**src/rtl/if_fetch_unit_if.sv**
```systemverilog
// Fetch-stage bus: PC-source control and targets from ID, fetch address and IF/ID values back.
interface if_fetch_unit_if;
  logic [2:0]  PCSrc;
  logic        branch;
  logic        datahazard;
  logic [31:0] branch_target;
  logic [31:0] jump_target;
  logic [31:0] jr_target;
  logic        irq_ext;
  logic [31:0] imem_addr;
  logic [31:0] PCplusout;
  logic        IRQout;

  modport master (
    output PCSrc, branch, datahazard, branch_target, jump_target, jr_target, irq_ext,
    input  imem_addr, PCplusout, IRQout
  );

  modport slave (
    input  PCSrc, branch, datahazard, branch_target, jump_target, jr_target, irq_ext,
    output imem_addr, PCplusout, IRQout
  );
endinterface

```
**src/rtl/if_fetch_unit.sv**
```systemverilog
// Instruction-fetch stage: PC register, next-PC select in IF/ID priority order, latched IRQ.
// Define IRQ_SYNC_EN to pass irq_ext through a two-flop synchroniser (+2 cycles latency).
module if_fetch_unit #(
  parameter logic [31:0] RESET_VECTOR = 32'h8000_0000,
  parameter logic [31:0] ILLOP_VECTOR = 32'h8000_0004,
  parameter logic [31:0] XADR_VECTOR  = 32'h8000_0008
) (
  input logic            clk,
  input logic            reset,
  if_fetch_unit_if.slave bus
);

  logic [31:0] pc;
  logic [31:0] pc_plus;
  logic [31:0] pc_next;
  logic        irq_s;
  logic        irq_pending;
  logic        irq_accept;

`ifdef IRQ_SYNC_EN
  logic [1:0] irq_sync;

  always_ff @(posedge clk or negedge reset) begin
    if (!reset) irq_sync <= 2'b00;
    else        irq_sync <= {irq_sync[0], bus.irq_ext};
  end

  assign irq_s = irq_sync[1];
`else
  assign irq_s = bus.irq_ext;
`endif

  // Bit 31 is the supervisor flag; the increment never carries into it.
  assign pc_plus = {pc[31], pc[30:0] + 31'd4};

  always_comb begin
    pc_next = pc_plus;
    unique case (bus.PCSrc)
      3'b000:  pc_next = bus.datahazard ? pc : pc_plus;
      3'b001:  pc_next = bus.branch ? bus.branch_target : pc_plus;
      3'b010:  pc_next = (bus.jump_target & 32'h7FFF_FFFF) | {pc[31], 31'd0};
      3'b011:  pc_next = {pc[31] & bus.jr_target[31], bus.jr_target[30:0]};
      3'b101:  pc_next = XADR_VECTOR;
      default: pc_next = ILLOP_VECTOR;
    endcase
  end

  always_ff @(posedge clk or negedge reset) begin
    if (!reset) pc <= RESET_VECTOR;
    else        pc <= pc_next;
  end

  assign irq_accept = (bus.PCSrc == 3'b101);

  // Acceptance clears even if a new request arrives on the same edge; it re-latches next edge.
  always_ff @(posedge clk or negedge reset) begin
    if (!reset)          irq_pending <= 1'b0;
    else if (irq_accept) irq_pending <= 1'b0;
    else if (irq_s)      irq_pending <= 1'b1;
  end

  assign bus.imem_addr = pc;
  assign bus.PCplusout = pc_plus;
  assign bus.IRQout    = irq_pending & ~pc[31];

endmodule

```
**src/flat_wrapper.sv**
```systemverilog
// flat-port wrapper written by rule: the top's interface ports become plain ports
module if_fetch_unit_flat 
#(
  parameter logic [31:0] RESET_VECTOR = 32'h8000_0000,
  parameter logic [31:0] ILLOP_VECTOR = 32'h8000_0004,
  parameter logic [31:0] XADR_VECTOR  = 32'h8000_0008
)
  (clk, reset, bus_PCSrc, bus_branch, bus_datahazard, bus_branch_target, bus_jump_target, bus_jr_target, bus_irq_ext, bus_imem_addr, bus_PCplusout, bus_IRQout);
  if_fetch_unit_if bus_i ();
  input logic clk;
  input logic reset;
  input wire logic [$bits(bus_i.PCSrc)-1:0] bus_PCSrc;
  input wire logic [$bits(bus_i.branch)-1:0] bus_branch;
  input wire logic [$bits(bus_i.datahazard)-1:0] bus_datahazard;
  input wire logic [$bits(bus_i.branch_target)-1:0] bus_branch_target;
  input wire logic [$bits(bus_i.jump_target)-1:0] bus_jump_target;
  input wire logic [$bits(bus_i.jr_target)-1:0] bus_jr_target;
  input wire logic [$bits(bus_i.irq_ext)-1:0] bus_irq_ext;
  output wire logic [$bits(bus_i.imem_addr)-1:0] bus_imem_addr;
  output wire logic [$bits(bus_i.PCplusout)-1:0] bus_PCplusout;
  output wire logic [$bits(bus_i.IRQout)-1:0] bus_IRQout;
  assign bus_i.PCSrc = bus_PCSrc;
  assign bus_i.branch = bus_branch;
  assign bus_i.datahazard = bus_datahazard;
  assign bus_i.branch_target = bus_branch_target;
  assign bus_i.jump_target = bus_jump_target;
  assign bus_i.jr_target = bus_jr_target;
  assign bus_i.irq_ext = bus_irq_ext;
  assign bus_imem_addr = bus_i.imem_addr;
  assign bus_PCplusout = bus_i.PCplusout;
  assign bus_IRQout = bus_i.IRQout;
  if_fetch_unit #(.RESET_VECTOR(RESET_VECTOR), .ILLOP_VECTOR(ILLOP_VECTOR), .XADR_VECTOR(XADR_VECTOR)) u_core (.clk(clk), .reset(reset), .bus(bus_i));
endmodule
```
**config.mk**
```make
export PLATFORM = sky130hd
export DESIGN_NAME = if_fetch_unit_flat
export DESIGN_NICKNAME = d
export VERILOG_FILES = /design/src/rtl/if_fetch_unit_if.sv /design/src/rtl/if_fetch_unit.sv /design/src/flat_wrapper.sv
export SDC_FILE = /design/constraint.sdc
export NUM_CORES = 1
export LEC_CHECK = 0
export BUFFER_PORTS_ARGS = -buffer_cell sky130_fd_sc_hd__buf_2
export CAP_MARGIN = 20
export CORE_MARGIN = 8
export CORE_UTILIZATION = 47
export DETAILED_ROUTE_END_ITERATION = 12
export HOLD_SLACK_MARGIN = 0.06
export MAX_ROUTING_LAYER = met4
export PLACE_DENSITY = 0.93
export RECOVER_POWER = 50
export SYNTH_ARGS = -nofsm -noshare
export SYNTH_HDL_FRONTEND = slang
export SYNTH_SLANG_ARGS = --single-unit
```
**constraint.sdc**
```tcl
create_clock -name clk -period 3.2 [get_ports clk]
set_input_delay 0.16 -clock clk [delete_from_list [all_inputs] [get_ports clk]]
set_output_delay 0.16 -clock clk [all_outputs]
set_load 0.05 [all_outputs]
```
-- Word-level counts from Yosys, hierarchy flattened
Index checks and enable logic that the tools add are counted.
- output and inout bits: 65
- logic and storage cells: 23
- register bits after elaboration: 33
- muxes and demuxes: 5
- add/sub/neg operators: 1
- reduce and logical (&&, ||, !) cells: 3
- bitwise gates (word level): 5
- eq/ne operators: 6
- operator list (operator ; count):
    $pmux 32 s5 ; 1
    $mux 32 ; 1
    $or 31x32->32 ; 1
    $add 31x3->31 const B ; 1
    $mux 31 ; 1
    $eq 3x2->1 const B ; 2
    $ne 2x2->1 const B ; 2
    $eq 3x1->1 const B ; 1
    $eq 3x3->1 const B ; 1
    $logic_not 3->1 ; 1
    $and 1x1->1 ; 2
    $mux 1 ; 2
    $not 1->1 ; 2
    $reduce_and 2->1 ; 1
    $reduce_bool 2->1 ; 1

-- Longest topological paths before layout
- word-level depth: 3
- depth in mapped cells: 7

-- Least setup slack after synthesis
OpenSTA, ideal clock, no wires.
- path type: reg2reg
- from: register u_core.pc[10] (netlist: u_core.bus.imem_addr[10])
- to: register u_core.pc[22] (netlist: u_core.bus.imem_addr[22])
- cell stages (with the launch flop): 7
- data arrival time: 2.753 ns
- setup time: 0.069 ns
- path buffers: 1
- period minus slack after synthesis: 2.822 ns
- data required time: 3.131 ns
- slack: 0.378 ns
- cells stage by stage: dfrtp_1 > buf_4 > nand3_2 > nor4_4 > nand3_1 > xnor2_1 > a221o_1
- cells in the longest elaborated chain, start to end: 3
- ends and longest elaborated chain (item ; line ; source):
    start: declaration ; if_fetch_unit.sv:13 ; logic [31:0] pc;
    start signal: assignment ; if_fetch_unit.sv:50 ; else pc <= pc_next;
    $add 31x3->31 (*) ; if_fetch_unit.sv:34 ; assign pc_plus = {pc[31], pc[30:0] + 31'd4};
    via bus_PCplusout[22] ; flat_wrapper.sv:20 ; output wire logic [$bits(bus_i.PCplusout)-1:0] bus_PCplusout;
    $mux 32 or $mux 31 (tied branches) ; if_fetch_unit.sv:40, if_fetch_unit.sv:39 ;
    $pmux 32 s5 (*) ; if_fetch_unit.sv:38 ; unique case (bus.PCSrc)
The timed path passes the listed nets; every way through them passes the cells marked *. The select of a mux whose other input is x is not followed.
A chain may end at the register's enable or synchronous reset.

-- Worst setup path after layout
- from: input bus_PCSrc[0]
- to: register u_core.pc[2] (netlist: u_core.bus.imem_addr[2])
- cells in the longest elaborated chain, start to end: 2
- ends and longest elaborated chain (item ; line ; source):
    start: declaration ; flat_wrapper.sv:12 ; input wire logic [$bits(bus_i.PCSrc)-1:0] bus_PCSrc;
    $eq 3x3->1 (tied with other cells) ; if_fetch_unit.sv:38 ;
    $pmux 32 s5 or $ne 2x2->1 (tied branches) ; -- ;
Several ways; a longest one is shown, not always the timed one.

==> flow_summary.ini <==
[run_status]
outcome = complete, but fails checks
violations_in_the_final_reports = max-capacitance violations, max-slew violations

[logic_synthesis]
syn_area_per_cell_um2 = 8.73
synthDistinctLibCells = 41
synth_warnings = 0
synth.area.mux_share = 0.121
synthesis.area_um2 = 2640
compound_gate_fraction_of_synth_area = 0.196
seq_area_frac_synth = 0.314
synth_flop_cell = dfrtp_1
synth-simple-area-share = 0.208
synthXorXnorAreaFrac = 0.104
synth_fp_nets = 407
post_synth_fa_ha_maj_area_fraction = 0.00474
synth-seq-cells = 33
combinational_family_with_the_most_area_after_synthesis = simple AND/OR/NAND/NOR gates
async_flop_share = 1.00
synth_enable_flop_cells = 0
synthesized_instance_count = 302

[clock_network]
clk_latency_ns = 0.28
number_of_h_tree_levels = 2
post_cts_resized = 0
cts-root-to-sink-buffers = 2
tritoncts_num_sinks = 33
clock_input_transition_at_the_sequential_cells_of_the_worst_setup_and_hold_paths_ns = 0.08
cts_buffer_count = 5
post-cts-setup-buffer-count = 0
cts_tree = done
cts_hold_buf = 1
cts-root-buf = clkbuf_8

[worst_setup_path]
critPathSlowestCell = clkbuf_1
cp_data_required_time_ns = 3.33
worst-path-buf-inv = 2
r2r-start = u_core.bus.imem_addr[10]$_DFFE_PN0N_
setup.reg_to_reg.worst_slack_ns = 0.98
critPathMaxStageDelay_ns = 1.62
path_common_cell = a21oi_1
critPathLaunchType = input port
crit_path_category = in -> reg
reg2regPathDepth = 5
end_kind = flip-flop
path_cells = buf_2, clkbuf_1, mux2_2, a221o_1, a21oi_1, a21oi_1
rr_endpoint = u_core.bus.imem_addr[30]$_DFFE_PN0N_
cpLargestDelayFamily = buffers and inverters
crit_arrival_ns = 2.87
crit_fanout = 33

[routing]
postRouteWirelength_mm = 9.98
viasPerCell = 5.75
dr.pass1.iters = 6
overall_via_count_from_detail_route = 3042
final_routed_wire_length_divided_by_cell_count_um = 18.9
post-route-drc-count = 0
detail-route-antenna-nets = 0
detail_route.iter0.violations = 193

[grt]
gr-total-overflow = 0
grt_first_pass_wirelength_mm = 15.6
grt_start_max_net_pins = 34
grt_use_total = 0.235
antenna_found_initial = 0
number_of_global_route_vias_before_repair = 3179

[die]
start_util = 0.482
die_w_um = 90.9
floorplan.core_area_um2 = 5470
dieArea_um2 = 8260
std_cell_rows = 27
height_of_the_chip_um = 90.9
num_io_pins = 169

[power]
combPwrFrac = 0.391
power_switching_uw = 594
internal-power_uw = 806
power.density_nw_per_um2 = 395
share_clk_of_total_power = 0.251
p_leak_uw = 0.00176
irDropWorstVdd_mv = 0.229
swShare = 0.424
relative_contribution_of_sequential_cells_to_total_power = 0.359

[min_path]
hold-path-endpoint = u_core.bus.imem_addr[14]$_DFFE_PN0N_
hold_path.class = in -> reg
hold_path.startpoint = bus_branch_target[14]
whs_path_depth = 2

[place]
port-buffer-count = 167
gp_congestion = 0.850
detailed_place_hpwl_mm = 7.60
placedInstanceArea_um2 = 3480
place_ws_ns = 0.980

[final_layout]
area_of_all_sequential_standard_cells_um2 = 827
multi_input_area_um2 = 1680
syn_to_final_growth_pct = 34.4
final_net_count = 561
drive_gt1_frac = 0.365
antennaDiodeCount = 0
final_area_um2 = 3540
nFillCells = 499

[timing]
min_tclk_post_route_ns = 2.74
setup_ws_ns = 0.458
final_min_period_over_clock_period = 0.857
fin_tns_setup_ns = 0
rsz_0062_raised_after_global_routing = no
maxClockFrequency_ghz = 0.365
slew_headroom = -0.517
timing.clock.skew_ns = 0.00899
finalSetupViolCount = 0
tightestPinTransition_ns = 2.28
timing_max_transition_violations_final = 68
finalHoldViolCount = 0
fin_hold_ws_ns = 0.0997

[job]
max_cap_violations = 2
[stage by stage]
step	instances	power (µW)	util
global placement	520	1050	0.635
global route	529	1460	0.648
CTS	529	1410	0.655
finish	529	1400	0.648
detailed placement	520	1060	0.635
floorplan	302	887	-
[worst max path at each step]
stage                                         start                                    to  cells past startpoint
2_1_floorplan  u_core.bus.imem_addr[10]$_DFFE_PN0N_  u_core.bus.imem_addr[22]$_DFFE_PN0N_                      6
3_3_place_gp   u_core.bus.imem_addr[10]$_DFFE_PN0N_                     bus_PCplusout[30]                      5
3_5_place_dp   u_core.bus.imem_addr[10]$_DFFE_PN0N_                     bus_PCplusout[28]                      5
4_1_cts        u_core.bus.imem_addr[10]$_DFFE_PN0N_                     bus_PCplusout[28]                      5
5_1_grt                                bus_PCSrc[0]   u_core.bus.imem_addr[2]$_DFFE_PN0N_                      6
6_report                               bus_PCSrc[0]   u_core.bus.imem_addr[2]$_DFFE_PN0N_                      6
[Yosys cell counts, drive strengths merged, types with 2 or more instances]
| cell type | n | area (µm²) |
|---|---|---|
| clkbuf | 10 | 38.8 |
| mux2i | 23 | 230 |
| a222oi | 5 | 50.1 |
| nor3 | 5 | 30.0 |
| inv | 4 | 15.0 |
| nor2b | 3 | 18.8 |
| a211oi | 2 | 20.0 |
| and2 | 3 | 18.8 |
| and3 | 7 | 46.3 |
| o21ai | 27 | 135 |
| a21oi | 10 | 50.1 |
| dfrtp | 32 | 801 |
| a221o | 20 | 200 |
| xnor2 | 21 | 221 |
| nor2 | 21 | 78.8 |
| nand2 | 34 | 128 |
| nand3 | 19 | 100 |
| a31oi | 2 | 12.5 |
| buf | 15 | 85.1 |
| nand2b | 2 | 12.5 |
| o311ai | 2 | 17.5 |
| xor2 | 6 | 52.6 |
| a221oi | 2 | 17.5 |
| nand4 | 11 | 68.8 |
| mux2 | 8 | 90.1 |
[registers in the layout (all words and copies together), names as in the netlist]
name and flops:
u_core.bus.imem_addr 32, u_core.irq_pending 1
[layout by cell type, fill, tap and decap left out, drive strengths merged, types with 6 or more instances in the layout]
cell,instances
clkbuf,39
mux2,8
mux2i,23
dfrtp,32
nand3,19
xor2,6
and3,7
buf,139
nand4,11
nor2,21
o21ai,27
nand2,34
a221o,20
a21oi,10
xnor2,21
[worst reg2reg max path: cells and delay by family, from the launching register on]
family,cells,cell delay (ns)
AOI/OAI and AO/OA,1,0.33
xor gates and xnor gates,1,0.20
DFF,1,0.54
and+or+nand+nor,3,1.04
[power groups by stage]
stage / Combinational (µW) / Clock, µW / Sequential, µW
CTS: 556 / 355 / 500
global placement: 544 / 0 / 504
detailed placement: 553 / 0 / 507
floorplan: 284 / 0 / 603
finish: 547 / 351 / 502
global route: 578 / 371 / 507
[metal layers]
metal / up-vias / track usage / routed length, µm
li1: 1430 / - / -
met4: 0 / 0.0696 / 157
met3: 16 / 0.0607 / 756
met5: - / - / 0
met2: 172 / 0.390 / 4880
met1: 1424 / 0.273 / 4190
[cells by family (layout without fill, tap and decap cells)]
group / after synthesis / after routing
simple gates: 109 / 109
compound gates: 72 / 72
flops: 33 / 33
mux: 31 / 31
buf+inv: 29 / 184
xor+xnor: 27 / 27
fa+ha+maj: 1 / 1
[area by class of cell]
| type | instances | area share |
|---|---|---|
| Tap cell | 72 | 0.0254 |
| Timing Repair Buffer | 172 | 0.235 |
| Sequential cell | 33 | 0.233 |
| Clock inverter | 1 | 0.00141 |
| Multi-Input combinational cell | 240 | 0.473 |
| Inverter | 4 | 0.00424 |
| Clock buffer | 7 | 0.0272 |
No activity file was read; power rests on OpenSTA's default activity.
